File: src/rtl/clk_div_pkg.sv
// Shared types, constants and helpers for the runtime-programmable clock divider.
//   ctrl_state_t : controller FSM state (IDLE / PEND)
//   clamp_div    : maps a requested half-period of 0 to 1
//   DEF_*        : default parameter values (1 Hz from 100 MHz)
package clk_div_pkg;

    localparam int unsigned DEF_N_REQ = 4;
    localparam int unsigned DEF_CNT_W = 27;
    localparam int unsigned DEF_DIV   = 50_000_000;

    typedef enum logic {
        IDLE = 1'b0,
        PEND = 1'b1
    } ctrl_state_t;

    // A half-period of zero would never reach a boundary; treat it as 1.
    // Operates on 32 bits, so CNT_W must not exceed 32.
    function automatic logic [31:0] clamp_div(input logic [31:0] div);
        return (div == 32'd0) ? 32'd1 : div;
    endfunction

endpackage

File: src/rtl/clk_div_ctrl_tick_div.sv
// Half-period counter producing clk_out and a toggle tick.
// Ports:
//   clk_in, reset          : clock, synchronous active-high reset
//   load_i, new_div_i      : new half-period, applied only at a boundary
//   boundary_c             : combinational, counter is at cur_div-1 this cycle
//   clk_out_o, tick_o      : divided clock and one-cycle toggle pulse (registered)
//   cur_div_o              : half-period in force (registered)
module tick_div
    import clk_div_pkg::*;
#(
    parameter int unsigned CNT_W       = DEF_CNT_W,
    parameter int unsigned DEFAULT_DIV = DEF_DIV
) (
    input  logic             clk_in,
    input  logic             reset,
    input  logic             load_i,
    input  logic [CNT_W-1:0] new_div_i,
    output logic             boundary_c,
    output logic             clk_out_o,
    output logic             tick_o,
    output logic [CNT_W-1:0] cur_div_o
);

    logic [CNT_W-1:0] cnt_q, cnt_d;
    logic [CNT_W-1:0] div_q, div_d;
    logic             clk_q, clk_d;
    logic             tick_q, tick_d;

    assign boundary_c = (cnt_q == (div_q - CNT_W'(1)));

    // New divider value and counter restart land on the same edge, so the
    // counter can never run past the new cur_div-1.
    always_comb begin
        cnt_d  = boundary_c ? '0 : (cnt_q + CNT_W'(1));
        clk_d  = boundary_c ? ~clk_q : clk_q;
        tick_d = boundary_c;
        div_d  = (boundary_c && load_i) ? new_div_i : div_q;
    end

    always_ff @(posedge clk_in) begin
        if (reset) begin
            cnt_q  <= '0;
            div_q  <= CNT_W'(DEFAULT_DIV);
            clk_q  <= 1'b0;
            tick_q <= 1'b0;
        end else begin
            cnt_q  <= cnt_d;
            div_q  <= div_d;
            clk_q  <= clk_d;
            tick_q <= tick_d;
        end
    end

    assign clk_out_o = clk_q;
    assign tick_o    = tick_q;
    assign cur_div_o = div_q;

endmodule

File: src/rtl/clk_div_ctrl.sv
// Clock divider whose half-period is reprogrammed by N_REQ requesters through
// a round-robin arbiter; changes take effect only at a half-period boundary.
// Ports:
//   clk_in, reset : clock, synchronous active-high reset
//   req, div_req  : per-requester level request and requested half-period
//   grant         : one-hot pulse when the requester's value takes effect
//   clk_out, tick : divided clock and per-toggle pulse
//   cur_div       : half-period in force
//   busy          : a latched request is pending
module clk_div_ctrl
    import clk_div_pkg::*;
#(
    parameter int unsigned N_REQ       = DEF_N_REQ,
    parameter int unsigned CNT_W       = DEF_CNT_W,
    parameter int unsigned DEFAULT_DIV = DEF_DIV
) (
    input  logic                   clk_in,
    input  logic                   reset,
    input  logic [N_REQ-1:0]       req,
    input  logic [N_REQ*CNT_W-1:0] div_req,
    output logic [N_REQ-1:0]       grant,
    output logic                   clk_out,
    output logic                   tick,
    output logic [CNT_W-1:0]       cur_div,
    output logic                   busy
);

    localparam int unsigned IDX_W = (N_REQ > 1) ? $clog2(N_REQ) : 1;

    ctrl_state_t      state_q, state_d;
    logic [IDX_W-1:0] win_q, win_d;
    logic [IDX_W-1:0] rr_q, rr_d;
    logic [CNT_W-1:0] pend_div_q, pend_div_d;
    logic [N_REQ-1:0] grant_q, grant_d;
    logic             busy_q, busy_d;

    logic [IDX_W-1:0] sel_idx_c;
    logic [CNT_W-1:0] sel_div_c;
    logic             found_c;
    logic             boundary_c;
    logic             load_c;

    // Round-robin pick: first asserted req scanning upward from rr_q.
    always_comb begin
        sel_idx_c = rr_q;
        found_c   = 1'b0;
        for (int k = 0; k < int'(N_REQ); k++) begin
            if (!found_c && req[(int'(rr_q) + k) % int'(N_REQ)]) begin
                found_c   = 1'b1;
                sel_idx_c = IDX_W'((int'(rr_q) + k) % int'(N_REQ));
            end
        end
        sel_div_c = CNT_W'(clamp_div(32'(div_req[int'(sel_idx_c)*int'(CNT_W) +: CNT_W])));
    end

    // Controller next-state and outputs. Load happens only from PEND, so a
    // request latched on a boundary cycle waits for the following boundary.
    always_comb begin
        state_d    = state_q;
        win_d      = win_q;
        rr_d       = rr_q;
        pend_div_d = pend_div_q;
        grant_d    = '0;
        load_c     = 1'b0;
        case (state_q)
            IDLE: begin
                if (found_c) begin
                    win_d      = sel_idx_c;
                    pend_div_d = sel_div_c;
                    state_d    = PEND;
                end
            end
            PEND: begin
                if (boundary_c) begin
                    load_c         = 1'b1;
                    grant_d[win_q] = 1'b1;
                    rr_d           = (win_q == IDX_W'(N_REQ - 1)) ? '0 : (win_q + IDX_W'(1));
                    state_d        = IDLE;
                end
            end
            default: state_d = IDLE;
        endcase
        // Held through the grant cycle, dropping one cycle later.
        busy_d = (state_d == PEND) || (state_q == PEND);
    end

    always_ff @(posedge clk_in) begin
        if (reset) begin
            state_q    <= IDLE;
            win_q      <= '0;
            rr_q       <= '0;
            pend_div_q <= '0;
            grant_q    <= '0;
            busy_q     <= 1'b0;
        end else begin
            state_q    <= state_d;
            win_q      <= win_d;
            rr_q       <= rr_d;
            pend_div_q <= pend_div_d;
            grant_q    <= grant_d;
            busy_q     <= busy_d;
        end
    end

    tick_div #(
        .CNT_W       (CNT_W),
        .DEFAULT_DIV (DEFAULT_DIV)
    ) u_tick_div (
        .clk_in     (clk_in),
        .reset      (reset),
        .load_i     (load_c),
        .new_div_i  (pend_div_q),
        .boundary_c (boundary_c),
        .clk_out_o  (clk_out),
        .tick_o     (tick),
        .cur_div_o  (cur_div)
    );

    assign grant = grant_q;
    assign busy  = busy_q;

endmodule

File: config.mk
export PLATFORM = sky130hd
export DESIGN_NAME = clk_div_ctrl
export DESIGN_NICKNAME = d
export VERILOG_FILES = /design/src/rtl/clk_div_pkg.sv /design/src/rtl/clk_div_ctrl_tick_div.sv /design/src/rtl/clk_div_ctrl.sv
export SDC_FILE = /design/constraint.sdc
export NUM_CORES = 1
export LEC_CHECK = 0
export BUFFER_PORTS_ARGS = -buffer_cell sky130_fd_sc_hd__buf_2
export CORE_UTILIZATION = 30
export DETAILED_ROUTE_END_ITERATION = 16
export SETUP_SLACK_MARGIN = 0.4
export SYNTH_ARGS = -nofsm -noshare
export SYNTH_HDL_FRONTEND = slang
export SYNTH_SLANG_ARGS = --single-unit
File: constraint.sdc
create_clock -name clk_in -period 6.23 [get_ports clk_in]
set_input_delay 0.623 -clock clk_in [delete_from_list [all_inputs] [get_ports clk_in]]
set_output_delay 0.623 -clock clk_in [all_outputs]
set_load 0.02 [all_outputs]
==> qor.yml, run 1 <==
synth:
  synth-compound-area-share: 0.135
  yosys_warnings: 0
  synth_seq_area_share: 0.348
  yosys.area_share.adder: 0.0140
  ys_types: 51
  synth_simple_gate_area_frac: 0.253
  synthXorXnorAreaFrac: 0.0934
  synth-async-reset-ratio: 0
  synth_seq_cells: 93
  syn_inst: 622
  synth_mux_area_frac: 0.116
  synth_top_family_by_area: "simple AND/OR/NAND/NOR gates"
  synth_area_um2: 5350
  synthFlopType: "dfxtp_1"
  syn_nets: 742
  syn_area_per_cell_um2: 8.59
  synth-edff-count: 0
final_layout:
  num_antenna_cells: 0
  fin_util: 0.379
  areaGrowthSynthToFinish_pct: 23.1
  num-nets-final: 863
  mostFrequentLayoutCells: "buf_2 (147), dfxtp_1 (93), nand2_1 (74)"
  final_common_cell: "buf_2"
  drive_above_1_share: 0.275
die:
  die_w_um: 135
  core_area_um2: 17400
  dieArea_um2: 18400
  num_rows: 48
  die_y_um: 135
  initial_utilization: 0.308
  io-pin-count: 148
setup_path:
  reg2reg_from: "u_tick_div.cur_div_o[0]"
  reg2regPathDepth: 11
  arrival_ns: 3.84
  cp-start-kind: "flip-flop"
  r2r_slack_ns: 2.58
  crit_type: "reg -> reg"
  crit_path_max_fanout: 26
  critPathCapture: "u_tick_div.cnt_q[26]"
  reg2reg_to: "u_tick_div.cnt_q[26]"
  crit_start: "u_tick_div.cur_div_o[0]"
  end_kind: "flip-flop"
  required_ns: 6.43
clocking:
  tritoncts: "built"
  cts_root_buf: "clkbuf_16"
  cts_setup_buffers: 0
  numCtsBuffers: 9
  cts_sinks: 93
  ctsHoldBuffers: 0
  cts_resized: 0
  clk_pin_slew_worst_paths_ns: 0.07
  htree_levels: 3
  cts.path.max_buffers: 2
  worstSkewPairLatency_ns: 0.34
placement:
  io_buffers: 147
  post-dp-hpwl_mm: 11.8
  place.gp.congestion: 0.838
sta:
  fin_crit_ns: 3.65
  skew_ns: 0.00363
  hold_violations: 0
  finalCritPeriodShare: 0.585
  whs_ns: 0.454
  finalMaxSlewViolations: 0
  worst_slew_pin_slew_ns: 0.947
  setup_viol: 0
  max-slew-margin-rel: 0.368
  rsz0062_at_grt: "no"
  timing.fmax_ghz: 0.274
  tns_ns: 0
detailed_routing:
  maxUsedRoutingLayer: "met4"
  ant_nets: 0
  vias: 5043
  wire_per_inst_um: 15.5
  m1WireLength_mm: 6.90
  met2_length_mm: 7.06
  drtPass1Iterations: 5
  drt_wl_total_mm: 15.1
  drtIter0Drc: 321
  drc: 0
  wl_met3_um: 847
  vias_per_cell: 5.18
power_and_ir_drop:
  combPwrFrac: 0.109
  p_leak_uw: 0.00248
  swShare: 0.237
  ir_drop_mv: 0.131
  p_clk_frac: 0.435
  seqPwrFrac: 0.456
  p_switching_uw: 324
  power.density_nw_per_um2: 208
  p_int_uw: 1040
run:
  drv_cap: 0
min_path:
  hp-class: "reg -> reg"
grt:
  grt_max_degree: 54
  grt_antenna_before_repair: 0
  grt_pass1_wl_mm: 25.0
  overflow: 0
  grt_pass1_vias: 4947
  grt_usage: 0.171
run_status:
  status: "completed"
## layout make-up
cell class	instances	area (um^2)
timing repair buffer	153	781
multi-input combinational	475	3290
fill	1781	10800
clock inverter	6	93.8
sequential	93	1860
inverter	11	41.3
clock buffer	10	229
tap	225	282
## how the worst min path moves through the flow
stage / start / to / slack (ns) / depth (start not counted)
floorplan: pend_div_q[10] / pend_div_q[10] / 0.44 / 2
global placement: pend_div_q[20] / pend_div_q[20] / 0.45 / 2
detailed placement: pend_div_q[20] / pend_div_q[20] / 0.45 / 2
CTS: pend_div_q[20] / pend_div_q[20] / 0.46 / 2
global route: pend_div_q[2] / pend_div_q[2] / 0.47 / 2
finish: pend_div_q[20] / pend_div_q[20] / 0.45 / 2
## synth_stat cells, drive strengths merged, types with 2 or more instances
cell type   n  area [um^2]
ha          6         75.1
or3         6         37.5
buf        16         76.3
and3        6         37.5
xor2       25          219
nor4       16          113
or3b        2         17.5
a21oi      54          270
nor3b       6         45.0
a21o        2         15.0
nand3      30          150
dfxtp      93         1860
nand2      74          278
o21ai      25          125
and4        4         35.0
mux4       27          608
o211ai      4         30.0
or2         5         31.3
a221oi      2         17.5
nand4      37          231
and2        6         37.5
a41o        2         20.0
o2111ai     2         17.5
inv        11         41.3
a31oi       2         12.5
xnor2      32          280
nor2b       4         25.0
nor3        8         40.0
or4         8         63.8
o31ai      15          113
clkbuf     27          101
nor2       50          188
o221ai      2         17.5
## critical path: stages (launching register included)
cell,delay [ns]
dfxtp_1,0.37
inv_1,0.08
ha_1,0.22
or3b_1,0.45
or4_1,0.49
a211oi_1,0.23
o2111ai_1,0.18
nor4_1,0.33
nand4_1,0.13
buf_4,0.23
nand2_1,0.67
nor2_1,0.11
## stage by stage
step / cell area, um^2 / total power (uW) / setup WS, ns / cells
2_1_floorplan: 5350 / 727 / 3.05 / 622
3_5_place_dp: 6260 / 788 / 2.55 / 957
6_report: 6580 / 1370 / 2.58 / 973
3_3_place_gp: 6260 / 786 / 2.65 / 957
5_1_grt: 6580 / 1420 / 2.26 / 973
4_1_cts: 6580 / 1380 / 2.55 / 973
## logic make-up after synthesis
| logic type | after synthesis |
|---|---|
| AND/OR/NAND/NOR | 265 |
| adder cells (fa/ha/maj) | 6 |
| AO/OA/AOI/OAI | 119 |
| XOR/XNOR | 57 |
| multiplexers | 28 |
| flip-flops | 93 |
| buffers and inverters | 54 |
## registers in the layout, summed over array words and instances (netlist names)
| register | cells |
|---|---|
| rr_q | 2 |
| grant | 4 |
| u_tick_div.cnt_q | 27 |
| state_q | 1 |
| u_tick_div.tick_o | 1 |
| u_tick_div.cur_div_o | 27 |
| u_tick_div.clk_out_o | 1 |
| pend_div_q | 27 |
| win_q | 2 |
| busy | 1 |
## routing by layer
| layer | up-vias | global-route usage |
|---|---|---|
| met5 | - | 0 |
| met4 | 0 | 0.0581 |
| met3 | 20 | 0.0307 |
| met2 | 164 | 0.275 |
| met1 | 2332 | 0.230 |
| li1 | 2527 | - |
## power groups by stage
stage,logic [uW],clock network [uW],registers [uW]
6_report,149,595,623
5_1_grt,166,627,625
4_1_cts,151,606,623
3_5_place_dp,151,0,636
3_3_place_gp,150,0,636
2_1_floorplan,94.1,0,632
No activity file was read; power rests on OpenSTA's default activity.
==> run 2, diff against run 1 <==
==> constraint.sdc (replaced) <==
create_clock -name clk_in -period 3.48 [get_ports clk_in]
set_input_delay 0.348 -clock clk_in [delete_from_list [all_inputs] [get_ports clk_in]]
set_output_delay 0.348 -clock clk_in [all_outputs]
set_load 0.02 [all_outputs]
==> qor.yml, run 2 (synthesis gave the netlist of run 1 again) <==
placement:
  place.gp.congestion: 0.842  # was 0.838
  post-dp-hpwl_mm: 11.9  # was 11.8 mm
  io_buffers: 147  # unchanged
setup_path:
  path_buf_inv: 2  # unchanged
  reg2regPathDepth: 11  # unchanged
  reg2reg_from: "u_tick_div.cur_div_o[1]"  # was u_tick_div.cur_div_o[0]
  cp_slowest_cell: "or4_4"  # was nand2_1
  reg2reg_to: "rr_q[0]"  # was u_tick_div.cnt_q[26]
  required_ns: 3.75  # was 6.43 ns
  crit_type: "reg -> reg"  # unchanged
  cp-start-kind: "flip-flop"  # unchanged
  end_kind: "flip-flop"  # unchanged
  r2r_slack_ns: 0.51  # was 2.58 ns
  worstPathCellList: "inv_2 -> ha_4 -> or3b_4 -> or4_4 -> a211oi_2 -> o2111ai_2 -> nor4_2 -> nand4_1 -> buf_6 -> or4_1 -> a21oi_1"  # was inv_1 -> ha_1 -> or3b_1 -> or4_1 -> a211oi_1 -> o2111ai_1 -> nor4_1 -> nand4_1 -> buf_4 -> nand2_1 -> nor2_1
  crit_path_max_fanout: 7  # was 26
  arrival_ns: 3.24  # was 3.84 ns
  crit_family: "simple AND/OR/NAND/NOR gates"  # unchanged
  max_stage_delay_ns: 0.48  # was 0.67 ns
die:
  num_rows: 48  # unchanged
  initial_utilization: 0.308  # unchanged
  core_area_um2: 17400  # unchanged
  dieArea_um2: 18400  # unchanged
  io-pin-count: 148  # unchanged
  die_w_um: 135  # unchanged
  die_y_um: 135  # unchanged
min_path:
  hold_end: "busy"  # was pend_div_q[20]
  hp-class: "in -> reg"  # was reg -> reg
  hold_path.startpoint: "req[2]"  # was pend_div_q[20]
  holdPathStages: 3  # was 2
grt:
  grt_usage: 0.173  # was 0.171
  overflow: 0  # unchanged
  busiest_layer: "met2"  # unchanged
  grt_antenna_before_repair: 0  # unchanged
  grt_pass1_wl_mm: 25.0  # about the same
  grt_pass1_vias: 4886  # was 4947
  met3_usage: 0.0221  # was 0.0307
  grt_use_met1: 0.233  # was 0.230
  grt_max_degree: 53  # was 54
  grtUsageMet2: 0.283  # was 0.275
clocking:
  cts.path.max_buffers: 2  # unchanged
  cts_sinks: 93  # unchanged
  tritoncts: "built"  # unchanged
  worstSkewPairLatency_ns: 0.35  # was 0.34 ns
  cts_root_buf: "clkbuf_16"  # unchanged
  numCtsBuffers: 9  # unchanged
  htree_levels: 3  # unchanged
  clk_pin_slew_worst_paths_ns: 0.06  # was 0.07 ns
detailed_routing:
  drt_wl_total_mm: 15.6  # was 15.1 mm
  drtPass1Iterations: 7  # was 5
  wire_per_inst_um: 15.7  # was 15.5 um
  ant_nets: 0  # unchanged
  drtIter0Drc: 375  # was 321
  vias: 5162  # was 5043
  vias_per_cell: 5.20  # was 5.18
  drc: 0  # unchanged
run_status:
  status: "completed"  # unchanged
sta:
  finalMaxSlewViolations: 0  # unchanged
  max-slew-margin-rel: 0.398  # was 0.368
  fin_crit_ns: 2.97  # was 3.65 ns
  skew_ns: 0.00982  # was 0.00363 ns
  tns_ns: 0  # unchanged
  rsz0062_at_grt: "yes"  # was no
  worst_slew_pin_slew_ns: 0.902  # was 0.947 ns
  finalCritPeriodShare: 0.854  # was 0.585
  setup_viol: 0  # unchanged
  hold_violations: 0  # unchanged
  timing.fmax_ghz: 0.337  # was 0.274 GHz
final_layout:
  drive_above_1_share: 0.316  # was 0.275
  mostFrequentLayoutCells: "buf_2 (148), dfxtp_1 (92), nand2_1 (73)"  # was buf_2 (147), dfxtp_1 (93), nand2_1 (74)
  n_fill_cell: 1746  # was 1781
  num-nets-final: 883  # was 863
  num_antenna_cells: 0  # unchanged
  fin_util: 0.391  # was 0.379
  areaGrowthSynthToFinish_pct: 26.9  # was 23.1%
  final_common_cell: "buf_2"  # unchanged
power_and_ir_drop:
  power.density_nw_per_um2: 344  # was 208 nW/um^2
  ir_drop_mv: 0.190  # was 0.131 mV
  p_leak_uw: 0.00257  # was 0.00248 uW
run:
  drv_cap: 0  # unchanged
-- run 2: changes by cell type in the layout (fill, tap and decap cells not counted), moves of 2 or more --
cell | before | now
or4_4 | 1 | 3
nor4_1 | 14 | 12
inv_1 | 11 | 9
nor4_4 | 0 | 2
or4_1 | 7 | 5
o21ai_1 | 0 | 6
buf_6 | 0 | 2
buf_4 | 6 | 23
inv_2 | 0 | 2
o21ai_0 | 25 | 18
bufinv_16 | 2 | 0
-- run 2: worst register-to-register path, cell delays in order (launching register included) --
cell,delay (ns)
dfxtp_1,0.32
inv_2,0.07
ha_4,0.15
or3b_4,0.38
or4_4,0.48
a211oi_2,0.20
o2111ai_2,0.17
nor4_2,0.30
nand4_1,0.14
buf_6,0.17
or4_1,0.40
a21oi_1,0.13
-- run 2: timing repair --
item	4_1_cts	5_1_grt
endpoints found under the setup margin	10	61
gates resized for setup	3	25
hold buffers	0	0
setup buffers	0	3
pin swaps	1	7
cloned	0	0
-- run 2: how the worst max path moves through the flow --
stage	from	end	cells past startpoint
final	u_tick_div.cur_div_o[1]	rr_q[0]	11
after global routing	u_tick_div.cur_div_o[7]	u_tick_div.cur_div_o[0]	9
after CTS	u_tick_div.cur_div_o[0]	u_tick_div.cnt_q[4]	13
after detailed placement	u_tick_div.cur_div_o[7]	u_tick_div.cur_div_o[7]	8
after global placement	u_tick_div.cur_div_o[7]	u_tick_div.cur_div_o[7]	8
after floorplan	u_tick_div.cur_div_o[0]	rr_q[0]	11
-- run 2: power by group --
| part | switching (uW) | internal [uW] | total, uW |
|---|---|---|---|
| sequential | 20.9 | 1090 | 1120 |
| combinational | 134 | 139 | 274 |
| clock | 447 | 494 | 942 |
-- run 2: metal layers --
metal | vias to the layer above | wire, um
met5 | - | 0
met4 | 0 | 283
met3 | 19 | 770
met2 | 184 | 7270
met1 | 2385 | 7270
li1 | 2574 | -
-- run 2: area by class of cell --
class | instances | area, um^2 | area share
Inverter | 11 | 41.3 | 0.00609
Tap cell | 225 | 282 | 0.0415
Clock buffer | 9 | 225 | 0.0332
Clock inverter | 7 | 57.6 | 0.00848
Multi-Input combinational cell | 475 | 3380 | 0.498
Timing Repair Buffer | 173 | 936 | 0.138
Sequential cell | 93 | 1860 | 0.275
-- run 2: through the flow --
step | area (um^2) | hold slack [ns] | setup slack (ns) | instances | total power, uW
detailed placement | 6390 | 0.448 | 0.374 | 974 | 1410
global route | 6780 | 0.470 | 0.371 | 993 | 2430
CTS | 6690 | 0.446 | 0.400 | 990 | 2350
global placement | 6390 | 0.446 | 0.356 | 974 | 1410
floorplan | 5350 | 0.437 | 0.416 | 622 | 1300
finish | 6780 | 0.444 | 0.508 | 993 | 2330
==> run 3, diff against run 2 <==
==> constraint.sdc (replaced) <==
create_clock -name clk_in -period 3.5 [get_ports clk_in]
set_input_delay 0.35 -clock clk_in [delete_from_list [all_inputs] [get_ports clk_in]]
set_output_delay 0.35 -clock clk_in [all_outputs]
set_load 0.02 [all_outputs]
==> qor.yml, run 3 (synthesis gave the netlist of run 1 again) <==
grt:
  grt_usage: 0.172  # was 0.173
  overflow: 0  # unchanged
  grt_pass1_vias: 4942  # was 4886
  grt_antenna_before_repair: 0  # unchanged
  grt_pass1_wl_mm: 25.1  # was 25.0 mm
  grt_max_degree: 53  # unchanged
setup_path:
  max_stage_delay_ns: 0.57  # was 0.48 ns
  arrival_ns: 3.27  # was 3.24 ns
  crit_path_frequent_cell: "or4_4"
  required_ns: 3.78  # was 3.75 ns
  cp-start-kind: "flip-flop"  # unchanged
  path_buf_inv: 1  # was 2
  cp_slowest_cell: "or4_4"  # unchanged
  crit_path_max_fanout: 10  # was 7
  worstPathCellList: "or4_4 -> or4_4 -> o31ai_4 -> o211ai_1 -> nor4_2 -> nand4_1 -> buf_6 -> or4_1 -> a21oi_1"  # was inv_2 -> ha_4 -> or3b_4 -> or4_4 -> a211oi_2 -> o2111ai_2 -> nor4_2 -> nand4_1 -> buf_6 -> or4_1 -> a21oi_1
  end_kind: "flip-flop"  # unchanged
  crit_family: "simple AND/OR/NAND/NOR gates"  # unchanged
  crit_type: "reg -> reg"  # unchanged
final_layout:
  mostFrequentLayoutCells: "buf_2 (147), dfxtp_1 (93), nand2_1 (72)"  # was buf_2 (148), dfxtp_1 (92), nand2_1 (73)
  drive_above_1_share: 0.312  # was 0.316
  final_common_cell: "buf_2"  # unchanged
  num_antenna_cells: 0  # unchanged
  num-nets-final: 885  # was 883
  areaGrowthSynthToFinish_pct: 28.1  # was 26.9%
sta:
  worst_slew_pin_slew_ns: 0.847  # was 0.902 ns
  tns_ns: 0  # unchanged
  rsz0062_at_grt: "yes"  # unchanged
  max-slew-margin-rel: 0.434  # was 0.398
  finalMaxSlewViolations: 0  # unchanged
  skew_ns: 0.00982  # about the same
  finalCritPeriodShare: 0.855  # was 0.854
  setup_viol: 0  # unchanged
  fin_crit_ns: 2.99  # was 2.97 ns
  setup_slack_ns: 0.509  # was 0.508 ns
  hold_violations: 0  # unchanged
  timing.fmax_ghz: 0.334  # was 0.337 GHz
die:
  die_y_um: 135  # unchanged
  io-pin-count: 148  # unchanged
  num_rows: 48  # unchanged
  die_w_um: 135  # unchanged
  initial_utilization: 0.308  # unchanged
  dieArea_um2: 18400  # unchanged
  core_area_um2: 17400  # unchanged
power_and_ir_drop:
  power.density_nw_per_um2: 338  # was 344 nW/um^2
  ir_drop_mv: 0.246  # was 0.190 mV
  p_leak_uw: 0.00260  # was 0.00257 uW
clocking:
  tritoncts: "built"  # unchanged
  clk_pin_slew_worst_paths_ns: 0.07  # was 0.06 ns
  cts_root_buf: "clkbuf_16"  # unchanged
  ctsHoldBuffers: 0  # unchanged
  numCtsBuffers: 9  # unchanged
  cts_sinks: 93  # unchanged
  htree_levels: 3  # unchanged
  worstSkewPairLatency_ns: 0.35  # about the same
  cts.path.max_buffers: 2  # unchanged
placement:
  io_buffers: 147  # unchanged
  place.gp.congestion: 0.811  # was 0.842
  preCtsSetupSlack_ns: 0.323  # was 0.374 ns
  post-dp-hpwl_mm: 11.9  # about the same
detailed_routing:
  drt_wl_total_mm: 15.8  # was 15.6 mm
  ant_nets: 0  # unchanged
  drtIter0Drc: 301  # was 375
  vias_per_cell: 5.21  # was 5.20
  vias: 5187  # was 5162
  wire_per_inst_um: 15.9  # was 15.7 um
  drc: 0  # unchanged
  drtPass1Iterations: 4  # was 7
min_path:
  hp-class: "in -> reg"  # unchanged
run:
  drv_cap: 0  # unchanged
run_status:
  status: "completed"  # unchanged
## run 3: final timing paths
kind                            cells after the start                     start              to  slack [ns]
worst max-delay path                                9  u_tick_div.cur_div_o[16]         rr_q[0]        0.51
worst min-delay path                                3                    req[2]            busy        0.45
worst max register to register                      9  u_tick_div.cur_div_o[16]         rr_q[0]        0.51
worst min register to register                      2            pend_div_q[11]  pend_div_q[11]        0.46
## run 3: stage by stage
step / total power, uW / utilization / instance area [um^2] / std cells / hold WS (ns)
after floorplan: 1290 / - / 5350 / 622 / 0.437
after global placement: 1400 / 0.368 / 6390 / 974 / 0.447
after detailed placement: 1410 / 0.368 / 6390 / 974 / 0.448
after CTS: 2320 / 0.384 / 6670 / 990 / 0.438
after global routing: 2410 / 0.395 / 6850 / 995 / 0.472
final: 2320 / 0.395 / 6850 / 995 / 0.448
## run 3: layer usage
metal | part of all wire | GRT usage
met3 | 0.044 | 0.0198
met1 | 0.47 | 0.230
met5 | 0 | 0
met2 | 0.47 | 0.284
met4 | 0.018 | 0.0637
## run 3: layout make-up
| class | instances | area (um^2) |
|---|---|---|
| clock buffer | 10 | 229 |
| clock inverter | 6 | 46.3 |
| fill | 1737 | 10500 |
| inverter | 11 | 41.3 |
| multi-input combinational | 475 | 3380 |
| sequential | 93 | 1860 |
| tap | 225 | 282 |
| timing repair buffer | 175 | 1010 |
## run 3: tightest hold or removal path, cell delays in order
cell and delay (ns):
buf_2 0.11, nor4_1 0.08, a21oi_1 0.19
## run 3: where the power goes
part	leakage (uW)	switching [uW]	total [uW]	internal, uW
Sequential	0.000756	21.0	1110	1090
Clock	0.000129	437	924	487
Combinational	0.00172	136	282	146
Total	0.00260	594	2320	1720
## run 3: repair_timing
| action | CTS | global route |
|---|---|---|
| pin swaps | 0 | 4 |
| buffers inserted | 0 | 2 |
| gates resized for setup | 1 | 25 |
| cloned | 0 | 3 |
| setup endpoints to repair | 60 | 61 |
